<file path="src/rtl/mc_sequencer_if.sv">
// Datapath-facing signal bundle for mc_sequencer; the sequencer uses the master modport.
// Breakpoint inputs bp_en/bp_addr exist only when SEQ_BREAKPOINT_EN is defined.
interface mc_sequencer_if #(
  parameter int PC_W = 5
) ();
  logic            run;
  logic            step;
  logic [5:0]      opcode;
  logic [5:0]      funct;
  logic            is_branch;
  logic [PC_W-1:0] branch_target;
`ifdef SEQ_BREAKPOINT_EN
  logic            bp_en;
  logic [PC_W-1:0] bp_addr;
`endif
  logic [PC_W-1:0] pc;
  logic            ir_we;
  logic            rf_we;
  logic            dm_re;
  logic            dm_we;
  logic            io_in;
  logic            io_out;
  logic            pc_we;
  logic [2:0]      state;
  logic            halted;
  logic [7:0]      instr_count;

`ifdef SEQ_BREAKPOINT_EN
  modport master (
    input  run, step, opcode, funct, is_branch, branch_target, bp_en, bp_addr,
    output pc, ir_we, rf_we, dm_re, dm_we, io_in, io_out, pc_we, state, halted, instr_count
  );
  modport slave (
    output run, step, opcode, funct, is_branch, branch_target, bp_en, bp_addr,
    input  pc, ir_we, rf_we, dm_re, dm_we, io_in, io_out, pc_we, state, halted, instr_count
  );
`else
  modport master (
    input  run, step, opcode, funct, is_branch, branch_target,
    output pc, ir_we, rf_we, dm_re, dm_we, io_in, io_out, pc_we, state, halted, instr_count
  );
  modport slave (
    output run, step, opcode, funct, is_branch, branch_target,
    input  pc, ir_we, rf_we, dm_re, dm_we, io_in, io_out, pc_we, state, halted, instr_count
  );
`endif
endinterface

</file>
<file path="src/rtl/mc_sequencer.sv">
// Multi-cycle FETCH/DECODE/EXEC/MEM/WB control sequencer owning the PC and retired count.
// Optional PC breakpoint support is compiled in with SEQ_BREAKPOINT_EN.
module mc_sequencer #(
  parameter int PC_W      = 5,
  parameter int PROG_LEN  = 31,
  parameter int MAX_INSTR = 31
) (
  input logic            clk,
  input logic            reset,
  mc_sequencer_if.master bus
);

  typedef enum logic [2:0] {
    S_IDLE   = 3'd0,
    S_FETCH  = 3'd1,
    S_DECODE = 3'd2,
    S_EXEC   = 3'd3,
    S_MEM    = 3'd4,
    S_WB     = 3'd5,
    S_HALT   = 3'd6
  } state_t;

  localparam logic [5:0] OP_RTYPE = 6'b000000;
  localparam logic [5:0] OP_J     = 6'b000010;
  localparam logic [5:0] OP_BEQ   = 6'b000100;
  localparam logic [5:0] OP_BNE   = 6'b000101;
  localparam logic [5:0] OP_IN    = 6'b100000;
  localparam logic [5:0] OP_OUT   = 6'b100001;
  localparam logic [5:0] OP_LW    = 6'b100011;
  localparam logic [5:0] OP_SW    = 6'b101011;
  localparam logic [5:0] FN_JR    = 6'b001000;
  localparam logic [7:0] MAX_CNT  = 8'(MAX_INSTR);

  state_t          r_state;
  state_t          w_next_state;
  logic [PC_W-1:0] r_pc;
  logic [PC_W-1:0] w_next_pc;
  logic [7:0]      r_count;
  logic [7:0]      w_count_inc;
  logic            r_step_q;
  logic            w_step_edge;
  logic            w_is_mem;
  logic            w_writes_rf;
  logic            w_prog_end;
  logic            w_budget_end;
  logic            w_start;
  logic            w_bp_hit;
  logic            w_ir_we, w_rf_we, w_dm_re, w_dm_we, w_io_in, w_io_out, w_pc_we;

  assign w_step_edge  = bus.step & ~r_step_q;
  assign w_is_mem     = (bus.opcode == OP_LW) || (bus.opcode == OP_SW) ||
                        (bus.opcode == OP_IN) || (bus.opcode == OP_OUT);
  assign w_writes_rf  = !((bus.opcode == OP_SW)  || (bus.opcode == OP_OUT) ||
                          (bus.opcode == OP_BEQ) || (bus.opcode == OP_BNE) ||
                          (bus.opcode == OP_J)   ||
                          ((bus.opcode == OP_RTYPE) && (bus.funct == FN_JR)));
  assign w_next_pc    = bus.is_branch ? bus.branch_target : r_pc + 1'b1;
  assign w_count_inc  = (r_count == 8'hFF) ? 8'hFF : r_count + 8'd1;
  assign w_prog_end   = {{(32-PC_W){1'b0}}, w_next_pc} >= 32'(PROG_LEN);
  assign w_budget_end = (w_count_inc == MAX_CNT);

`ifdef SEQ_BREAKPOINT_EN
  logic r_run_q;
  logic r_bp_hold;  // parked at a breakpoint: needs a step edge or a fresh run rise
  logic r_bp_skip;  // instruction resumed from a breakpoint may not re-break

  assign w_start  = r_bp_hold ? (w_step_edge | (bus.run & ~r_run_q))
                              : (bus.run | w_step_edge);
  assign w_bp_hit = bus.run & bus.bp_en & (w_next_pc == bus.bp_addr) & ~r_bp_skip;

  always_ff @(posedge clk) begin
    if (!reset) begin
      r_run_q   <= 1'b0;
      r_bp_hold <= 1'b0;
      r_bp_skip <= 1'b0;
    end else begin
      r_run_q <= bus.run;
      if (r_state == S_IDLE && w_start) begin
        r_bp_skip <= r_bp_hold;
        r_bp_hold <= 1'b0;
      end else if (r_state == S_WB) begin
        r_bp_skip <= 1'b0;
        if (!w_prog_end && !w_budget_end && w_bp_hit) r_bp_hold <= 1'b1;
      end
    end
  end
`else
  assign w_start  = bus.run | w_step_edge;
  assign w_bp_hit = 1'b0;
`endif

  always_ff @(posedge clk) begin
    if (!reset) begin
      r_state  <= S_IDLE;
      r_pc     <= '0;
      r_count  <= '0;
      r_step_q <= 1'b0;
    end else begin
      r_state  <= w_next_state;
      r_step_q <= bus.step;
      if (r_state == S_WB) begin
        r_pc    <= w_next_pc;
        r_count <= w_count_inc;
      end
    end
  end

  always_comb begin
    w_next_state = r_state;
    unique case (r_state)
      S_IDLE:   if (w_start) w_next_state = S_FETCH;
      S_FETCH:  w_next_state = S_DECODE;
      S_DECODE: w_next_state = S_EXEC;
      S_EXEC:   w_next_state = w_is_mem ? S_MEM : S_WB;
      S_MEM:    w_next_state = S_WB;
      S_WB: begin
        if (w_prog_end || w_budget_end)  w_next_state = S_HALT;
        else if (bus.run && !w_bp_hit)   w_next_state = S_FETCH;
        else                             w_next_state = S_IDLE;
      end
      S_HALT:   w_next_state = S_HALT;
      default:  w_next_state = S_IDLE;
    endcase
  end

  // Strobes follow the state register so each write fires once per instruction.
  always_comb begin
    w_ir_we  = 1'b0;
    w_rf_we  = 1'b0;
    w_dm_re  = 1'b0;
    w_dm_we  = 1'b0;
    w_io_in  = 1'b0;
    w_io_out = 1'b0;
    w_pc_we  = 1'b0;
    case (r_state)
      S_FETCH: w_ir_we = 1'b1;
      S_MEM: begin
        w_dm_re  = (bus.opcode == OP_LW);
        w_dm_we  = (bus.opcode == OP_SW);
        w_io_in  = (bus.opcode == OP_IN);
        w_io_out = (bus.opcode == OP_OUT);
      end
      S_WB: begin
        w_pc_we = 1'b1;
        w_rf_we = w_writes_rf;
      end
      default: ;
    endcase
  end

  assign bus.pc          = r_pc;
  assign bus.ir_we       = w_ir_we;
  assign bus.rf_we       = w_rf_we;
  assign bus.dm_re       = w_dm_re;
  assign bus.dm_we       = w_dm_we;
  assign bus.io_in       = w_io_in;
  assign bus.io_out      = w_io_out;
  assign bus.pc_we       = w_pc_we;
  assign bus.state       = r_state;
  assign bus.halted      = (r_state == S_HALT);
  assign bus.instr_count = r_count;

endmodule

</file>
<file path="src/flat_wrapper.sv">
// flat-port wrapper written by rule: the top's interface ports become plain ports
module mc_sequencer_flat 
#(
  parameter int PC_W      = 5,
  parameter int PROG_LEN  = 31,
  parameter int MAX_INSTR = 31
)
  (clk, reset, bus_run, bus_step, bus_opcode, bus_funct, bus_is_branch, bus_branch_target, bus_pc, bus_ir_we, bus_rf_we, bus_dm_re, bus_dm_we, bus_io_in, bus_io_out, bus_pc_we, bus_state, bus_halted, bus_instr_count);
  mc_sequencer_if #(.PC_W(PC_W)) bus_i ();
  input logic clk;
  input logic reset;
  input wire logic [$bits(bus_i.run)-1:0] bus_run;
  input wire logic [$bits(bus_i.step)-1:0] bus_step;
  input wire logic [$bits(bus_i.opcode)-1:0] bus_opcode;
  input wire logic [$bits(bus_i.funct)-1:0] bus_funct;
  input wire logic [$bits(bus_i.is_branch)-1:0] bus_is_branch;
  input wire logic [$bits(bus_i.branch_target)-1:0] bus_branch_target;
  output wire logic [$bits(bus_i.pc)-1:0] bus_pc;
  output wire logic [$bits(bus_i.ir_we)-1:0] bus_ir_we;
  output wire logic [$bits(bus_i.rf_we)-1:0] bus_rf_we;
  output wire logic [$bits(bus_i.dm_re)-1:0] bus_dm_re;
  output wire logic [$bits(bus_i.dm_we)-1:0] bus_dm_we;
  output wire logic [$bits(bus_i.io_in)-1:0] bus_io_in;
  output wire logic [$bits(bus_i.io_out)-1:0] bus_io_out;
  output wire logic [$bits(bus_i.pc_we)-1:0] bus_pc_we;
  output wire logic [$bits(bus_i.state)-1:0] bus_state;
  output wire logic [$bits(bus_i.halted)-1:0] bus_halted;
  output wire logic [$bits(bus_i.instr_count)-1:0] bus_instr_count;
  assign bus_i.run = bus_run;
  assign bus_i.step = bus_step;
  assign bus_i.opcode = bus_opcode;
  assign bus_i.funct = bus_funct;
  assign bus_i.is_branch = bus_is_branch;
  assign bus_i.branch_target = bus_branch_target;
  assign bus_pc = bus_i.pc;
  assign bus_ir_we = bus_i.ir_we;
  assign bus_rf_we = bus_i.rf_we;
  assign bus_dm_re = bus_i.dm_re;
  assign bus_dm_we = bus_i.dm_we;
  assign bus_io_in = bus_i.io_in;
  assign bus_io_out = bus_i.io_out;
  assign bus_pc_we = bus_i.pc_we;
  assign bus_state = bus_i.state;
  assign bus_halted = bus_i.halted;
  assign bus_instr_count = bus_i.instr_count;
  mc_sequencer #(.PC_W(PC_W), .PROG_LEN(PROG_LEN), .MAX_INSTR(MAX_INSTR)) u_core (.clk(clk), .reset(reset), .bus(bus_i));
endmodule
</file>
<file path="config.mk">
export PLATFORM = sky130hd
export DESIGN_NAME = mc_sequencer_flat
export DESIGN_NICKNAME = d
export VERILOG_FILES = /design/src/rtl/mc_sequencer_if.sv /design/src/rtl/mc_sequencer.sv /design/src/flat_wrapper.sv
export SDC_FILE = /design/constraint.sdc
export NUM_CORES = 1
export LEC_CHECK = 0
export ABC_AREA = 1
export BUFFER_PORTS_ARGS = -buffer_cell sky130_fd_sc_hd__buf_2
export CORE_ASPECT_RATIO = 0.75
export CORE_UTILIZATION = 35
export DETAILED_ROUTE_END_ITERATION = 10
export PLACE_DENSITY = 0.63
export REMOVE_ABC_BUFFERS = 1
export SETUP_SLACK_MARGIN = 0.02
export SLEW_MARGIN = 0
export SYNTH_ARGS = -nofsm -noshare
export SYNTH_HDL_FRONTEND = slang
export SYNTH_SLANG_ARGS = --single-unit
</file>
<file path="constraint.sdc">
create_clock -name clk -period 2 [get_ports clk]
set_input_delay 0 -clock clk [delete_from_list [all_inputs] [get_ports clk]]
set_output_delay 0 -clock clk [all_outputs]
set_load 0.05 [all_outputs]
</file>
# After elaboration in Yosys (flattened, before gate mapping)
# Index checks and enable logic that the tools add are counted.
# word_totals
wordCells,54
in_bits,22
regBits,17
# classes
muxes,14
add_sub_neg,2
n_bitwise,3
magnitude_cmp,1
n_eq_ne,17
n_reduce_logical,13
# op_table
cell,count
$eq 6x6->1 const B,4
$pmux 3 s7,1
$eq 6x3->1 const B,2
$eq 3x3->1 const B,3
$logic_or 1x1->1,9
$mux 1,9
$add 8x1->8 const B,1
$eq 8x5->1 const B,1
$eq 8x8->1 const B,1
$mux 8,1
$eq 3x2->1 const B,2
$eq 6x2->1 const B,1
$eq 6x4->1 const B,1
$logic_not 6->1,1
$mux 3,2
$add 5x1->5 const B,1
$ge 5x5->1 const B,1
$mux 5,1
$eq 3x1->1 const B,1
$logic_not 3->1,1
$ne 2x1->1 const B,1
$and 1x1->1,1
$logic_and 1x1->1,1
$logic_not 1->1,1
2 further kinds,2

# Depth between registers and ports, before layout
# Gate-level depths: netlist of the first run.
# logic_depth
depth_word,8
ltp_mapped,11
mapped_depth_nobuf,11

# Worst setup path before layout of the first run
# No wires, ideal clock.
# synth_path
path_type,register to output
startpoint,"register u_core.r_state[2], in the netlist u_core.bus.state[2]"
endpoint,output bus_dm_re
n_path_buf,0
stages_incl_launch_ff,3
slack_ns,-0.475
t_arrival_ns,2.475
path_cell_list,dfxtp_1 -> nand2_1 -> nor4_1
# synth_via
elab_chain_cells,2
# synth_lines
item,line_no,source
start: declaration,mc_sequencer.sv:34,state_t r_state;
start signal: assignment,mc_sequencer.sv:99,r_state <= w_next_state;
$eq 3x3->1,mc_sequencer.sv:135,case (r_state)
$mux 1,mc_sequencer.sv:135,
end: declaration,flat_wrapper.sv:21,output wire logic [$bits(bus_i.dm_re)-1:0] bus_dm_re;
# No other way between the ends.

# Worst setup path after layout of the first run
# layout_path
startpoint,"register u_core.r_state[2], in the netlist u_core.bus.state[2]"
endpoint,output bus_rf_we
# layout_via
elab_chain_cells,2
# layout_lines
item,line_no,source
$eq 3x3->1,mc_sequencer.sv:135,
$mux 1,mc_sequencer.sv:135,
end: declaration,flat_wrapper.sv:20,output wire logic [$bits(bus_i.rf_we)-1:0] bus_rf_we;
# No other way between the ends.

==> metrics.yaml, run 1 <==
status: "finished, final reports clean"
post-cts-setup-buffers: 0
clock_skew_ns: 0.005113
yosysSeqAreaShare: 0.2906
fillerInstances: 325
die_y_um: 52.10
wl_per_cell_um: 10.21
p_int_w: 0.0005464
cts-resized-gates: 0
drive_gt1_frac: 0.2627
rr_worst_depth: 11
cts.path.max_buffers: 2
slew_headroom: 0.6789
htreeDepth: 1
drc: 0
hold_viol: 0
placedCellCount: 269
ys_types: 29
fin_nets: 261
cts_made_buffers: 3
crit_family: "simple AND/OR/NAND/NOR gates"
clkSlewWorstSetupHoldPaths_ns: 0.07
wl_met3_um: 166
hpwl_mm: 2.231
cts_tree: "done"
critPathKind: "flop to output pin"
hold_path_depth: 3
drtIter0Drc: 67
peakVddDrop_mv: 0.2722
core_area_um2: 3063
io-pin-count: 46
start_kind: "flop"
routed_wl_mm: 2.798
whs_ns: 0.08724
place_area_um2: 1425
critPathCaptureType: "output pin"
drv_slew: 0
path_cells: "inv_2 > nor3_2 > nand3_1 > a21oi_1 > buf_2"
clkPwrFrac: 0.322
dieArea_um2: 3584
cp_max_fo: 7
power.density_nw_per_um2: 539.4
grt_usage: 0.1685
grt_setup_unrepaired: "false"
finalCritPeriodShare: 0.8617
combinationalPowerShare: 0.218
grt_pass1_wl_mm: 4.540
hp-class: "input port to flop"
ys_ff_latch: 17
layout_commonest_cell: "buf_2"
first_global_vias: 1004
cp_slowest_cell: "dfxtp_1"
p_switching_w: 0.0002520
vias: 1342
place.gp.congestion: 0.8276
fmax_ghz: 0.5803
max_stage_delay_ns: 0.45
dr.pass1.iters: 4
setup_violations: 0
p_sw_frac: 0.3156
grt-ovfl-total: 0
drtAntennaViolNets: 0
netlist_area_um2: 1171
synth_area_per_cell_um2: 6.229
async_reset_ff_frac: 0
rows: 17
antenna_found_initial: 0
cts_root_buf: "clkbuf_8"
arrival_ns: 1.72
grt_max_degree: 13
worst_pin_slew_ns: 0.4790
worst-path-buf-inv: 2
final_cells: 274
synthFlopType: "dfxtp_1"
multi_input_area_um2: 676.9
cap_violations: 0
cp_num_cells: 5
p_seq_frac: 0.460
post-route-min-period_ns: 1.723
syn_inst: 188
ys_top_cells_by_area: "dfxtp_1, nand2_1, inv_1"
final_cell_area_um2: 1480
wl_met1_mm: 1.469
io_buffer_count: 45
synth_top_area_frac: 0.2906
cts_sinks: 17
register_area_um2: 340.3
synth_edf_count: 0
clock_latency_ns: 0.25
num_antenna_cells: 0
synth_warnings: 0
area_growth_pct: 26.39
tns_ns: 0
met2WireLength_mm: 1.156
leakagePower_nw: 0.7616
viasPerCell: 4.898
top_layer: "met4"
dieWidth_um: 68.80
layout_common_cells: "buf_2, nand2_1, inv_1"
synth_top_cell_by_area: "dfxtp_1"
cp.required_ns: 2.00
initial_core_util: 0.3824
[power groups by stage]
stage / registers, W / clock network, W / logic, W
2_1_floorplan: 0.000412 / 0 / 0.0000772
3_3_place_gp: 0.000375 / 0 / 0.000173
3_5_place_dp: 0.000375 / 0 / 0.000172
4_1_cts: 0.000367 / 0.000268 / 0.000174
5_1_grt: 0.000371 / 0.000281 / 0.000190
6_report: 0.000367 / 0.000257 / 0.000174
[flip-flops by register name (all words and copies together) (netlist names)]
register,cells
u_core.bus.state,3
u_core.r_step_q,1
u_core.bus.instr_count,8
u_core.bus.pc,5
[routing by layer]
metal,vias up,GRT usage
met1,574,0.2526
met3,2,0.05263
met4,0,0.03061
met2,37,0.2320
li1,729,-
met5,-,0
[kinds of logic (layout without fill, tap and decap cells)]
kind of cell / after synthesis / in the layout / share of synthesized area
DFF: 17 / 17 / 0.2906
buffers and inverters: 36 / 84 / 0.1314
AOI/OAI and AO/OA: 38 / 38 / 0.1870
adders and majority gates: 2 / 2 / 0.02136
xor gates and xnor gates: 1 / 1 / 0.007480
and+or+nand+nor: 94 / 94 / 0.3622
[metrics by stage]
stage	total power [W]	util	worst slack [ns]
after floorplan	0.0004892	-	-1.039
after global placement	0.0005481	0.4653	0.3778
after detailed placement	0.0005466	0.4653	0.3444
after CTS	0.0008088	0.4833	0.2666
after global routing	0.0008419	0.4833	0.07753
final	0.0007984	0.4833	0.2767
[final cells by class]
class	count	area share
tap	38	0.03212
inverter	32	0.08115
clock buffer	4	0.03043
multi-input combinational	135	0.4573
sequential	17	0.2299
timing repair buffer	48	0.1691
[Yosys cell counts, types with 2 or more instances]
master and n:
a211oi_1 2, a21oi_1 13, dfxtp_1 17, ha_1 2
inv_1 28, inv_2 4, nand2_1 37, nand2_2 3
nand3_1 17, nand4_1 4, nor2_1 19, nor2_2 3
nor3_1 6, nor4_1 2, o211ai_1 4, o21ai_0 14
[worst min-delay path: stages]
cell	delay (ns)
buf_2	0.08
o21ai_0	0.10
a21oi_1	0.12
[timing repair]
item                                    in CTS  in global routing
hold buffers                                 1                  0
hold endpoints to repair                     1                  0
endpoints found under the setup margin       0                  0
[final timing paths]
path / startpoint / to / slack [ns]
setup / recovery: u_core.bus.state[2] / bus_rf_we / 0.28
hold / removal: bus_branch_target[4] / u_core.bus.pc[4] / 0.09
hold reg to reg: u_core.bus.instr_count[7] / u_core.bus.instr_count[7] / 0.56
setup reg to reg: u_core.bus.instr_count[0] / u_core.bus.state[1] / 0.32
No activity file was read; power rests on OpenSTA's default activity.
==> run 2: changes to the inputs <==
--- a/config.mk
+++ b/config.mk
@@ -11,7 +11,6 @@
 export CORE_UTILIZATION = 35
 export DETAILED_ROUTE_END_ITERATION = 10
 export PLACE_DENSITY = 0.63
-export REMOVE_ABC_BUFFERS = 1
 export SETUP_SLACK_MARGIN = 0.02
 export SLEW_MARGIN = 0
 export SYNTH_ARGS = -nofsm -noshare
==> run 2 against run 1 <==
First-iteration DRC count grew 36%. Setup slack better by 0.017 ns. Final cell count stayed put. Register-to-register slack worse by 0.03 ns. Clock power down 2%. Sequential power hardly changed.
==> metrics.yaml, run 2 (synthesis gave the netlist of run 1 again) <==
status: "finished, final reports clean"
antenna_found_initial: 0
syn-num-nets: 212
postCtsHoldBufs: 1
layout_common_cells: "buf_2, nand2_1, inv_1"
htreeDepth: 1
max_stage_delay_ns: 0.45
clock_skew_ns: 0.003751
critPathKind: "flop to flop"
peakVddDrop_mv: 0.4579
reg2reg_slack_ns: 0.29
wl_per_cell_um: 10.85
fmax_ghz: 0.5861
setup_violations: 0
cts_root_buf: "clkbuf_8"
hold_viol: 0
place.gp.congestion: 0.8317
io_buffer_count: 45
hold_path_depth: 3
rows: 17
area_growth_pct: 28.85
grt_pass1_wl_mm: 4.685
drive_gt1_frac: 0.2839
viasPerCell: 4.916
cp_common_cell: "nand2_1"
core_area_um2: 3063
cp_slowest_cell: "dfxtp_1"
drtAntennaViolNets: 0
cp.required_ns: 2.18
num_antenna_cells: 0
top_layer: "met4"
post-route-min-period_ns: 1.706
cap_violations: 0
grt-ovfl-total: 0
cp_max_fo: 8
worst_pin_slew_ns: 0.5757
drtIter0Drc: 91
fillerInstances: 329
first_global_vias: 1053
clock_latency_ns: 0.25
cts_sinks: 17
grt_setup_unrepaired: "false"
place_area_um2: 1454
grt_usage: 0.1778
slew_headroom: 0.6126
path_cells: "ha_1 > nand2_1 > nor2_2 > nand2_2 > nand2_1 > nand3_1 > nor2_1 > nand3_1 > nand2_1 > nand2_1 > a21oi_1"
post-cts-setup-buffers: 0
drv_slew: 0
cts_tree: "done"
start_kind: "flop"
hp-class: "input port to flop"
tns_ns: 0
rr_startpoint: "u_core.bus.instr_count[0]"
crit_start: "u_core.bus.instr_count[0]"
met2WireLength_mm: 1.213
cts.path.max_buffers: 2
largest_reg_flops: 8
cts-resized-gates: 0
wl_met3_um: 176
worst_r2r_endpoint: "u_core.bus.state[1]"
vias: 1347
drc: 0
fin_nets: 261
rr_worst_depth: 11
io-pin-count: 46
dieWidth_um: 68.80
dieArea_um2: 3584
power.density_nw_per_um2: 530.0
critPathCaptureType: "flop"
wl_met1_mm: 1.565
endpoint: "u_core.bus.state[1]"
leakagePower_nw: 0.7660
final_cell_area_um2: 1509
total_power_w: 0.0007997
routed_wl_mm: 2.973
finalCritPeriodShare: 0.8531
initial_core_util: 0.3824
whs_ns: 0.08134
arrival_ns: 1.89
hpwl_mm: 2.359
die_y_um: 52.10
cts_made_buffers: 3
dr.pass1.iters: 4
clkSlewWorstSetupHoldPaths_ns: 0.06
grt_max_degree: 13
layout_commonest_cell: "buf_2"
[run 2: final cells by class]
class                           instances  area [µm²]  share of cell area
Tap cell                               38       47.55             0.03151
Sequential cell                        17       341.6              0.2264
Timing Repair Buffer                   48       250.2              0.1658
Inverter                               32       120.1             0.07960
Clock buffer                            4       45.04             0.02985
Multi-Input combinational cell        135       704.4              0.4668
[run 2: how the worst min path moves through the flow]
stage                     slack (ns)            startpoint                to
after CTS                       0.07                 reset   u_core.r_step_q
after global placement          0.20              bus_step   u_core.r_step_q
final                           0.08                 reset   u_core.r_step_q
after detailed placement        0.21              bus_step   u_core.r_step_q
after floorplan                 0.09              bus_step   u_core.r_step_q
after global routing            0.09  bus_branch_target[1]  u_core.bus.pc[1]
[run 2: power by group]
group / switching, W / internal [W] / total [W]
logic: 0.000123 / 0.0000548 / 0.000177
clock network: 0.000112 / 0.000141 / 0.000253
registers: 0.0000175 / 0.000352 / 0.000369
total: 0.000252 / 0.000548 / 0.000800
[run 2: metal layers]
layer / GRT usage / up-vias
met5: 0 / -
li1: - / 719
met4: 0.05102 / 0
met1: 0.2599 / 587
met3: 0.04605 / 2
met2: 0.2516 / 39
[run 2: worst max-delay path, delay by kind of cell (launching register included)]
kind | cells | cell delay [ns]
AOI/OAI and AO/OA | 1 | 0.12
adders and majority gates | 1 | 0.27
DFF | 1 | 0.45
and+or+nand+nor | 9 | 0.79
[run 2: metrics by stage]
stage | worst slack, ns | utilization | cells
5_1_grt | 0.1150 | 0.4926 | 274
3_3_place_gp | 0.4121 | 0.4747 | 269
2_1_floorplan | 0.05225 | - | 188
6_report | 0.2938 | 0.4926 | 274
4_1_cts | 0.2985 | 0.4926 | 274
3_5_place_dp | 0.3265 | 0.4747 | 269
